--- src/rtl/dmem_arbiter.sv ---
// dmem_arbiter: shares one synchronous single-port data memory between the
// core load/store path and a host loader/debug port. The core has fixed
// priority. A saturating starvation counter forces a refused host request
// through after STARVE_MAX refusals. host_lock lets the host hold the memory
// for a burst once it has been granted.
module dmem_arbiter #(
    parameter int AW         = 8,
    parameter int DW         = 8,
    parameter int STARVE_MAX = 4
) (
    input  logic          CLK,
    input  logic          rst_n,

    input  logic          core_req,
    input  logic          core_we,
    input  logic [AW-1:0] core_addr,
    input  logic [DW-1:0] core_wdata,
    output logic          core_gnt,
    output logic          core_stall,
    output logic          core_rvalid,
    output logic [DW-1:0] core_rdata,

    input  logic          host_req,
    input  logic          host_we,
    input  logic [AW-1:0] host_addr,
    input  logic [DW-1:0] host_wdata,
    input  logic          host_lock,
    output logic          host_gnt,
    output logic          host_rvalid,
    output logic [DW-1:0] host_rdata,

    output logic          mem_en,
    output logic          mem_we,
    output logic [AW-1:0] mem_addr,
    output logic [DW-1:0] mem_wdata,
    input  logic [DW-1:0] mem_rdata
);

    typedef enum logic {
        ARB  = 1'b0,
        LOCK = 1'b1
    } state_e;

    localparam logic [3:0] STARVE_LIM = 4'(STARVE_MAX);

    state_e        state_q, state_d;
    logic [3:0]    starve_q, starve_d;
    logic          core_rvalid_q, host_rvalid_q;
    logic [DW-1:0] core_rdata_q, host_rdata_q;

    // Raw grants feed the state registers. The registers are held in reset
    // anyway, so only the externally visible grants need masking by rst_n.
    logic core_gnt_raw, host_gnt_raw;

    // Grant decision: LOCK gives the memory to the host only. In ARB the core
    // wins ties unless the host has already been refused STARVE_MAX times.
    always_comb begin
        core_gnt_raw = 1'b0;
        host_gnt_raw = 1'b0;
        if (state_q == LOCK) begin
            host_gnt_raw = host_req;
        end else if (core_req && host_req) begin
            if (starve_q >= STARVE_LIM) begin
                host_gnt_raw = 1'b1;
            end else begin
                core_gnt_raw = 1'b1;
            end
        end else begin
            core_gnt_raw = core_req;
            host_gnt_raw = host_req;
        end
    end

    // Next-state: the counter grows only while the host is waiting and
    // refused. The lock is entered only on a real host grant.
    always_comb begin
        starve_d = 4'd0;
        if (host_req && !host_gnt_raw) begin
            starve_d = (starve_q >= STARVE_LIM) ? starve_q : starve_q + 4'd1;
        end
        state_d = state_q;
        case (state_q)
            ARB:     if (host_gnt_raw && host_lock) state_d = LOCK;
            LOCK:    if (!host_lock) state_d = ARB;
            default: state_d = ARB;
        endcase
    end

    // Visible grants are forced low during reset. The memory port is muxed
    // from the winner and reads as all zeros when idle.
    always_comb begin
        core_gnt   = core_gnt_raw & rst_n;
        host_gnt   = host_gnt_raw & rst_n;
        core_stall = core_req & ~core_gnt;
        mem_en     = core_gnt | host_gnt;
        mem_we     = 1'b0;
        mem_addr   = '0;
        mem_wdata  = '0;
        if (core_gnt) begin
            mem_we    = core_we;
            mem_addr  = core_addr;
            mem_wdata = core_wdata;
        end else if (host_gnt) begin
            mem_we    = host_we;
            mem_addr  = host_addr;
            mem_wdata = host_wdata;
        end
    end

    // Arbiter state, read-valid pipeline and read-data holding registers.
    // A reset clears any pending rvalid, so it can never appear after release.
    always_ff @(posedge CLK or negedge rst_n) begin
        if (!rst_n) begin
            state_q       <= ARB;
            starve_q      <= 4'd0;
            core_rvalid_q <= 1'b0;
            host_rvalid_q <= 1'b0;
            core_rdata_q  <= '0;
            host_rdata_q  <= '0;
        end else begin
            state_q       <= state_d;
            starve_q      <= starve_d;
            core_rvalid_q <= core_gnt_raw & ~core_we;
            host_rvalid_q <= host_gnt_raw & ~host_we;
            if (core_rvalid_q) core_rdata_q <= mem_rdata;
            if (host_rvalid_q) host_rdata_q <= mem_rdata;
        end
    end

    // The memory returns read data in the rvalid cycle. It is passed straight
    // through then, and the held copy is shown until the next read returns.
    always_comb begin
        core_rvalid = core_rvalid_q;
        host_rvalid = host_rvalid_q;
        core_rdata  = core_rvalid_q ? mem_rdata : core_rdata_q;
        host_rdata  = host_rvalid_q ? mem_rdata : host_rdata_q;
    end

endmodule

--- config.mk ---
export PLATFORM = sky130hd
export DESIGN_NAME = dmem_arbiter
export DESIGN_NICKNAME = d
export VERILOG_FILES = /design/src/rtl/dmem_arbiter.sv
export SDC_FILE = /design/constraint.sdc
export NUM_CORES = 1
export LEC_CHECK = 0
export ABC_AREA = 0
export CORE_MARGIN = 3
export CORE_UTILIZATION = 34
export CTS_BUF_LIST = sky130_fd_sc_hd__clkbuf_4 sky130_fd_sc_hd__clkbuf_8
export DETAILED_ROUTE_END_ITERATION = 12
export PLACE_DENSITY = 0.82
export SLEW_MARGIN = 25
export SYNTH_ARGS = -nofsm -noshare
export SYNTH_HDL_FRONTEND = slang
export SYNTH_SLANG_ARGS = --single-unit
--- constraint.sdc ---
create_clock -name CLK -period 1.7 [get_ports CLK]
set_input_delay 0.34 -clock CLK [delete_from_list [all_inputs] [get_ports CLK]]
set_output_delay 0.34 -clock CLK [all_outputs]
set_load 0.02 [all_outputs]
==> flow_summary.yaml, run 1 <==
run:
  max-cap-violations: 0
synthesis:
  synthDistinctLibCells: 22
  synth_sequential_area_ratio: 0.523
  postSynthCellCount: 83
  mean_syn_cell_area_um2: 13.3
  postSynthNetCount: 131
  synth.yosys.warnings: 0
  synthesis.area_mm2: 0.00110
  synth-seq-cells: 23
cells_and_area:
  fin_nets: 241
  post_route_cells_drive_above_1_share: 0.526
  syn2layout_area_growth_pct: 118
  final_cell_utilization_of_the_core: 0.778
  final_cells: 236
  layout_commonest_cell: "sky130_fd_sc_hd__clkdlybuf4s50_1"
  fin_area_mm2: 0.00239
  layout.cells.most_common_list: "43 x sky130_fd_sc_hd__clkdlybuf4s50_1, 39 x sky130_fd_sc_hd__buf_6, 20 x sky130_fd_sc_hd__dfrtp_1, 14 x sky130_fd_sc_hd__mux2_4, 14 x sky130_fd_sc_hd__buf_4"
  antenna_cells_inserted: 0
setup_path:
  worst_r2r_path_depth: 4
  setup.worst_path.class: "register to primary output"
  critPathBufInv: 3
  regToRegStartpoint: "starve_q[2]$_DFFE_PN0P_"
  crit_arrival_ps: 1720
  critical_path_depth: 6
  critical-path-top-delay-family: "flip-flops"
  cp_common_cell: "sky130_fd_sc_hd__buf_6"
  worst_setup_path_end_kind: "primary output"
  rrSetupSlack_ps: 500
  worst_path_max_delay_cell: "sky130_fd_sc_hd__dfrtp_2"
  setup.worst_path.start_class: "register"
  cp-startpoint: "starve_q[2]$_DFFE_PN0P_"
  timing.critical_path.cells: "buf_6 > o21ai_4 > and3_4 > clkbuf_16 > a22o_1 > buf_6"
  critical_path_peak_fanout: 5
  timing.rr.end: "starve_q[2]$_DFFE_PN0P_"
  largest_stage_delay_worst_path_ps: 470
  cp.required_ps: 1360
route:
  firstDrtPassIters: 4
  routed_wl_mm: 4.08
  routed_wire_length_per_instance_um: 17.3
  remaining_drc_errors: 0
  initialDrtViolationCount: 35
  vias_per_cell: 4.72
  final_antenna_violating_net_count: 0
  dr_total_vias: 1114
sta:
  report.final.hold_viol_count: 0
  rsz0062_at_grt: "true"
  clock.fmax_ghz: 0.485
  clock_skew_ps: 12.9
  fin_tns_setup_ps: -6520
  post-route-period-util: 1.21
  timing.final.setup_violations: 23
  drv_slew: 0
  layout_setup_ws_ps: -363
  post-route-min-period_ps: 2060
global_route:
  antenna_violations_before_repair: 0
  globalRouteTotalUtil: 0.194
  grt_pass1_vias: 1278
  grt_pass1_wl_mm: 6.14
  grt.overflow.total: 0
  grt_max_degree: 20
floorplanning:
  num_rows: 20
  dieArea_mm2: 0.00395
  floorplan.initialDensity: 0.357
  die_h_um: 62.9
  die_w_um: 62.9
  placeableCoreArea_mm2: 0.00308
  io-pin-count: 86
clocking:
  clkSinkCount: 23
  clk_root_buffer_cell: "sky130_fd_sc_hd__clkbuf_4"
  clock_tree.buffer_depth: 2
  cts_tree: "done"
  cts_made_buffers: 3
  worst_setup_hold_path_clk_slew_ps: 130
  worst_skew_pair.late_latency_ps: 300
  level_count_of_the_clock_h_tree: 1
place:
  postPlaceCellArea_mm2: 0.00211
  port-buffer-count: 85
  detailedPlacementHpwl_mm: 2.87
  place.gp.congestion: 0.842
  place.detailed.instances: 220
power:
  total_leakage_power_nw: 1.12
  maximum_vdd_drop_uv: 682
  pwr_density_cell_mw_per_mm2: 728
outcome:
  violations: "negative setup slack"
  status: "finished with violations"
min_path:
  min_path_type: "input port to async pin"
-- metal layers --
layer / track usage / vias to the layer above / share of wire
met2: 0.372 / 66 / 0.54
met5: 0 / - / 0
li1: - / 521 / -
met3: 0.0629 / 2 / 0.094
met4: 0.0248 / 0 / 0.0076
met1: 0.210 / 525 / 0.36
-- flip-flops by register name (all words and copies together), names as in the netlist --
register / cells
state_q: 1
core_rdata_q: 8
host_rdata_q: 8
host_rvalid: 1
starve_q: 4
core_rvalid: 1
-- worst max-delay path by stage --
| stage | to |
|---|---|
| floorplan | mem_addr[0] |
| global placement | mem_addr[0] |
| detailed placement | mem_addr[0] |
| CTS | mem_wdata[7] |
| global route | mem_wdata[6] |
| finish | mem_addr[1] |
-- what timing repair did --
item | 4_1_cts | 5_1_grt
setup endpoints to repair | 39 | 37
hold buffers | 0 | 0
buffers inserted | 6 | 5
pin swaps | 4 | 5
resized for setup | 221 | 26
gates cloned | 2 | 2
-- kinds of logic (layout without fill, tap and decap cells) --
logic type	Yosys count	count (layout)	synth area share
AO/OA/AOI/OAI	21	21	0.170
XOR/XNOR	1	1	0.00797
adder cells (fa/ha/maj)	1	1	0.0114
buffers and inverters	7	116	0.0444
flip-flops	23	23	0.523
multiplexers	16	16	0.164
other	1	1	0.00341
AND/OR/NAND/NOR	13	13	0.0762
-- report_power, final --
part           leakage [nW]  internal [mW]  total [mW]  switching [mW]
Sequential            0.277          0.628       0.659          0.0305
Combinational         0.827          0.490       0.843           0.353
Clock                0.0177         0.0876       0.241           0.154
Total                  1.12           1.21        1.74           0.537
-- cell usage after synthesis --
master / count / area (um^2)
sky130_fd_sc_hd__xnor2_1: 1 / 8.76
sky130_fd_sc_hd__mux2_2: 16 / 180
sky130_fd_sc_hd__o21ai_2: 1 / 8.76
sky130_fd_sc_hd__nor2b_1: 1 / 6.26
sky130_fd_sc_hd__conb_1: 1 / 3.75
sky130_fd_sc_hd__nor4b_4: 1 / 23.8
sky130_fd_sc_hd__dfrtp_1: 23 / 576
sky130_fd_sc_hd__and3_1: 1 / 6.26
sky130_fd_sc_hd__a22o_1: 9 / 78.8
sky130_fd_sc_hd__o21ai_0: 1 / 5.00
sky130_fd_sc_hd__a31oi_1: 1 / 6.26
sky130_fd_sc_hd__nand2_1: 3 / 11.3
sky130_fd_sc_hd__ha_1: 1 / 12.5
sky130_fd_sc_hd__o21a_1: 1 / 7.51
sky130_fd_sc_hd__a22o_2: 8 / 80.1
sky130_fd_sc_hd__buf_6: 3 / 33.8
sky130_fd_sc_hd__and3_2: 1 / 7.51
sky130_fd_sc_hd__inv_1: 2 / 7.51
sky130_fd_sc_hd__nor3b_1: 1 / 7.51
sky130_fd_sc_hd__nor2_1: 4 / 15.0
sky130_fd_sc_hd__clkbuf_1: 2 / 7.51
sky130_fd_sc_hd__nor2_2: 1 / 6.26
-- cell type report --
class,count,area (um^2)
inverters,2,7.51
clock buffers,3,22.5
fillers,209,683
multi-input cells,53,567
clock inverters,1,5.00
flip-flops and latches,23,579
repair buffers,110,1160
well taps,44,55.1
-- through the flow --
| step | power [mW] | setup slack (ps) | hold slack [ps] |
|---|---|---|---|
| floorplan | 0.973 | 40.8 | 44.4 |
| global route | 1.84 | -430 | 263 |
| CTS | 1.70 | -346 | 153 |
| finish | 1.74 | -363 | 222 |
| global placement | 1.36 | -790 | 417 |
| detailed placement | 1.38 | -815 | 421 |
(Power assumes the default switching activity.)
==> inputs of run 2 (changes only) <==
GPL_ROUTABILITY_DRIVEN = 0   (was default)
SLEW_MARGIN = 20   (was 25)
==> results of run 2 <==
Same layout as run 1: the final DEF is identical, and so are final timing and power.
